<file path="config.mk">
export PLATFORM = sky130hd
export DESIGN_NAME = dff_bank_arbiter
export DESIGN_NICKNAME = d
export VERILOG_FILES = /design/src/rtl/dff_arb_pkg.sv /design/src/rtl/dff_reg.sv /design/src/rtl/dff_bank_arbiter.sv
export SDC_FILE = /design/constraint.sdc
export NUM_CORES = 1
export LEC_CHECK = 0
export CAP_MARGIN = 30
export CORE_AREA = 2 2 51 53
export DETAILED_ROUTE_END_ITERATION = 6
export DIE_AREA = 0 0 53 55
export PLACE_DENSITY = 0.74
export SETUP_SLACK_MARGIN = 0.05
export SLEW_MARGIN = 20
export SYNTH_ARGS = -nofsm -noshare
export SYNTH_HDL_FRONTEND = slang
export SYNTH_SLANG_ARGS = --single-unit
</file>
<file path="constraint.sdc">
create_clock -name clk -period 1.55 [get_ports clk]
set_clock_uncertainty 0.05 [all_clocks]
set_input_delay 0.155 -clock clk [delete_from_list [all_inputs] [get_ports clk]]
set_output_delay 0.155 -clock clk [all_outputs]
set_load 0.01 [all_outputs]
</file>
<file path="src/rtl/dff_arb_pkg.sv">
// rtl/dff_arb_pkg.sv - shared FSM state encoding and HOLD counter width
// Contents:
//   state_t : IDLE=0, GRANT=1, HOLD=2
//   CNT_W   : width of the HOLD guard counter (HOLD_CYCLES 0..15)
package dff_arb_pkg;

   localparam int CNT_W = 4;

   typedef enum logic [1:0] {
      IDLE  = 2'd0,
      GRANT = 2'd1,
      HOLD  = 2'd2
   } state_t;

endpackage

</file>
<file path="src/rtl/dff_reg.sv">
// rtl/dff_reg.sv - load-enabled D flip-flop bank with sync active-low reset
// Ports:
//   clk  : rising-edge clock
//   rst  : synchronous active-low reset, loads RESET_VAL (wins over load)
//   load : capture d at the next edge
//   d    : WIDTH-bit input data
//   q    : WIDTH-bit registered contents
module dff_reg
   import dff_arb_pkg::*;
#(
   parameter int               WIDTH     = 8,
   parameter logic [WIDTH-1:0] RESET_VAL = '0
) (
   input  logic             clk,
   input  logic             rst,
   input  logic             load,
   input  logic [WIDTH-1:0] d,
   output logic [WIDTH-1:0] q
);

   always_ff @(posedge clk) begin
      if (!rst) begin
         q <= RESET_VAL;
      end else if (load) begin
         q <= d;
      end
   end

endmodule

</file>
<file path="src/rtl/dff_bank_arbiter.sv">
// rtl/dff_bank_arbiter.sv - two-requester arbiter writing a shared register
// Optional feature macro: DFF_ARB_RR_EN (round-robin; default fixed priority, req 0 wins)
// Ports:
//   clk   : rising-edge clock
//   rst   : synchronous active-low reset
//   req   : [1:0] per-requester write request
//   data0 : write data from requester 0
//   data1 : write data from requester 1
//   gnt   : [1:0] registered one-hot grant
//   done  : one-cycle pulse in the cycle after Q is written
//   busy  : high whenever the FSM is not IDLE
//   Q     : shared register contents
module dff_bank_arbiter
   import dff_arb_pkg::*;
#(
   parameter int               WIDTH       = 8,
   parameter int               HOLD_CYCLES = 2,
   parameter logic [WIDTH-1:0] RESET_VAL   = '0
) (
   input  logic             clk,
   input  logic             rst,
   input  logic [1:0]       req,
   input  logic [WIDTH-1:0] data0,
   input  logic [WIDTH-1:0] data1,
   output logic [1:0]       gnt,
   output logic             done,
   output logic             busy,
   output logic [WIDTH-1:0] Q
);

   // Counter is preloaded with HOLD_CYCLES-1 and counts down to 0, so HOLD
   // lasts exactly HOLD_CYCLES cycles.
   localparam logic [CNT_W-1:0] HOLD_LAST =
      CNT_W'((HOLD_CYCLES > 0) ? (HOLD_CYCLES - 1) : 0);

   state_t           state;
   logic [CNT_W-1:0] hold_cnt;
   logic             pick;
   logic             load;
   logic [WIDTH-1:0] wdata;

   // While in GRANT, gnt itself records the winner, so it drives both the
   // completion test and the write-data mux.
   assign load  = (state == GRANT) && ((req & gnt) != 2'b00);
   assign wdata = gnt[1] ? data1 : data0;
   assign busy  = (state != IDLE);

`ifdef DFF_ARB_RR_EN
   logic rr_ptr;

   // rr_ptr names the requester favoured on a tie; only completed writes move it.
   assign pick = req[0] ? (req[1] & rr_ptr) : 1'b1;

   always_ff @(posedge clk) begin
      if (!rst) begin
         rr_ptr <= 1'b0;
      end else if (load) begin
         rr_ptr <= ~gnt[1];
      end
   end
`else
   assign pick = ~req[0];
`endif

   always_ff @(posedge clk) begin
      if (!rst) begin
         state    <= IDLE;
         gnt      <= 2'b00;
         done     <= 1'b0;
         hold_cnt <= '0;
      end else begin
         done <= 1'b0;
         case (state)
            IDLE: begin
               if (req != 2'b00) begin
                  gnt   <= pick ? 2'b10 : 2'b01;
                  state <= GRANT;
               end
            end
            GRANT: begin
               gnt <= 2'b00;
               if (load) begin
                  done <= 1'b1;
                  if (HOLD_CYCLES == 0) begin
                     state <= IDLE;
                  end else begin
                     state    <= HOLD;
                     hold_cnt <= HOLD_LAST;
                  end
               end else begin
                  state <= IDLE;
               end
            end
            HOLD: begin
               if (hold_cnt == '0) begin
                  state <= IDLE;
               end else begin
                  hold_cnt <= hold_cnt - 1'b1;
               end
            end
            default: begin
               state <= IDLE;
               gnt   <= 2'b00;
            end
         endcase
      end
   end

   dff_reg #(
      .WIDTH     (WIDTH),
      .RESET_VAL (RESET_VAL)
   ) u_reg (
      .clk  (clk),
      .rst  (rst),
      .load (load),
      .d    (wdata),
      .q    (Q)
   );

endmodule

</file>
==> key figures <==
Yosys
  • #FFs+latches synth: 17
  • Synth area leader: dfxtp_1
  • XOR/XNOR Fraction of Synth Area: 0
  • Syn Inst Count: 85
  • Synth Area in Adders: 0.01565
  • Mapped Nets: 106
  • Post-synth top area share: 0.4257
  • Simple-gate share of the synthesized area: 0.1831
  • Largest family of logic cells by synthesized area: compound AO/OA/AOI/OAI gates
  • Synth area leaders: dfxtp_1 (43%), mux2i_1 (10%), o211a_1 (10%)
  • Ys Warns: 0
  • Mux contribution to synthesized area: 0.1002
  • Distinct cells, synth: 27
  • Compound-Gate Fraction of Synth Area: 0.2238
  • Syn avg cell area: 9.406 um2
  • Syn Std Cell Area: 799.5 um2
  • Register area share after synthesis: 0.4257

Drt
  • DR iter-0 viols: 14
  • Post-DR vias/cell: 4.974
  • Post-DRT Antenna Nets: 0
  • Pre-antenna DRT Iters: 3
  • Routed length per instance: 12.99 um
  • Routed via count: 761
  • Final wirelength: 1.988 mm
  • DRC: 0

Floorplan
  • Die Y: 55 um
  • Core Region: 2365 um2
  • I/O pin cnt: 32
  • Total Die Area: 2915 um2
  • Die extent in x: 53 um
  • Initial Utilization: 0.3381
  • Cell row count: 18

Clocking
  • CTS tree: done
  • CTS root buf: clkbuf_4
  • Maximum level of the CTS H-tree: 1
  • CTS Hold Buffers Added: 0
  • Clk buf depth: 2
  • CTS Sinks: 17
  • Clock slew at reported path FFs: 100 ps
  • Cts bufs inserted: 3
  • Clock Latency Late Sink: 280 ps

Global routing
  • Vias in the first global route: 799
  • GRT Total Usage: 0.1501
  • Largest net degree at the start of global routing: 12
  • Antenna violations before repair: 0
  • Grt ovf: 0
  • First-pass GRT wire length: 3.139 mm

STA
  • Setup WS post-layout: 21.27 ps
  • Setup-violating endpoint count in the final report: 0
  • Fin. Hold Viols: 0
  • Period utilization: 0.9863
  • Tmin final: 1529 ps
  • Final count of pins violating max slew: 0
  • Rel. slew slack: 0.7246
  • RSZ-0062 raised after global routing: yes
  • F_max: 654.1 MHz
  • Slew @ Worst Pin: 412.8 ps

Worst setup path
  • CP Class: reg2reg
  • CP Cell Sequence: inv_1 > ha_4 > or3b_4 > or4b_4 > a21oi_2
  • Critical path arrival: 1690 ps
  • Largest stage delay on the critical path: 460 ps
  • CP top delay family: simple AND/OR/NAND/NOR gates
  • Req. time, crit path: 1710 ps
  • CP Capture Type: register
  • Critical path fanouts, max: 4
  • Worst-path cell with the longest stage delay: or4b_4
  • Startpoint Class: register
  • CP bufs+invs: 1

Placement
  • Post-Place Worst Slack: -33.51 ps
  • Dpl cell area: 1177 um2
  • Post-DP HPWL: 1.508 mm
  • Final GP Congestion: 0.7997
  • Input/output buffers: 31

Worst hold path
  • Hold Path Class: reg2reg

Pwr
  • PD cells: 705.0 nW/um2
  • Worst vdd ir: 0.3195 mV
  • P_leak: 0.5557 nW

Final layout
  • Post-route cell area: 1236 um2
  • Diodes inserted: 0
  • Commonest non-fill, non-tap cell in the layout: clkdlybuf4s50_1
  • Synth-to-Final Area Change: 54.62%
  • Most frequent cells in the layout: clkdlybuf4s50_1 (30), dfxtp_1 (14)
  • Layout cell share with drive strength beyond 1: 0.1626
  • Final net count: 145
  • Final Util: 0.5228

Flow run
  • Max Cap Viol: 0

Run status
  • Status: finished clean
==> synthesized netlist by cell type <==
| cell type | number |
|---|---|
| a22o_1 | 1 |
| nor2_1 | 3 |
| nand3_1 | 8 |
| a21oi_1 | 4 |
| or4b_1 | 1 |
| buf_2 | 3 |
| o21ai_0 | 3 |
| a221o_1 | 1 |
| or3b_1 | 1 |
| dfxtp_1 | 17 |
| o211a_1 | 8 |
| a31o_1 | 1 |
| clkbuf_1 | 2 |
| nand2b_1 | 3 |
| nor2b_1 | 3 |
| or3_1 | 1 |
| o31ai_1 | 2 |
| or2_2 | 1 |
| a31oi_1 | 1 |
| ha_1 | 1 |
| nand2_1 | 3 |
| mux2i_1 | 8 |
| and2_0 | 1 |
| nand4b_1 | 1 |
| a21o_1 | 1 |
| inv_1 | 5 |
| a211oi_1 | 1 |
==> what timing repair did <==
action | CTS | global route
endpoints found under the setup margin | 3 | 4
pin swaps | 3 | 3
setup buffers | 0 | 1
gates resized for setup | 5 | 5
==> area by class of cell <==
| class | instances | area, um2 |
|---|---|---|
| multi-input cells | 58 | 440.4 |
| flip-flops and latches | 17 | 344.1 |
| clock buffers | 4 | 26.28 |
| well taps | 30 | 37.54 |
| repair buffers | 39 | 369.1 |
| inverters | 5 | 18.77 |
| fillers | 235 | 1129 |
==> worst reg2reg max path, stage by stage (launching register included) <==
cell     delay, ps
dfxtp_2        350
inv_1           70
ha_4           160
or3b_4         240
or4b_4         460
a21oi_2        140
==> metal layers <==
layer  wire length [um]  share of wire  global-route usage
met1                821           0.41              0.1405
met2               1056           0.53              0.3125
met3                109          0.055             0.04570
met4                  0              0             0.03846
met5                  0              0                   0
==> flip-flops by register name, indices dropped and copies added (netlist names) <==
name / count
hold_cnt: 4
done: 1
state: 2
u_reg.q: 8
gnt: 2
==> report_power, final <==
| group | internal [mW] | total (mW) | switching, mW |
|---|---|---|---|
| clock network | 0.0996 | 0.226 | 0.126 |
| logic | 0.111 | 0.181 | 0.0703 |
| registers | 0.452 | 0.465 | 0.0123 |
==> stage by stage <==
stage                     power [mW]  cells  hold WS (ps)  TNS [ps]
after CTS                     0.8789    152         451.0         0
after global placement        0.6483    148         424.2         0
final                         0.8715    153         454.0         0
after floorplan               0.5471     85         256.6         0
after detailed placement      0.6514    148         441.2    -182.7
after global routing          0.9196    153         491.8    -7.527
==> worst paths after layout <==
path	end	cells past startpoint	start	slack, ps
worst max register to register	hold_cnt[3]	5	hold_cnt[1]	20
worst min register to register	gnt[1]	2	gnt[1]	450
worst max-delay path	hold_cnt[3]	5	hold_cnt[1]	20
worst min-delay path	gnt[1]	2	gnt[1]	450
==> logic make-up after synthesis <==
logic type               Yosys count
AO/OA/AOI/OAI                     23
adder cells (fa/ha/maj)            1
buffers and inverters             10
flip-flops                        17
multiplexers                       8
AND/OR/NAND/NOR                   26
Power figures use the tool's default switching activity.
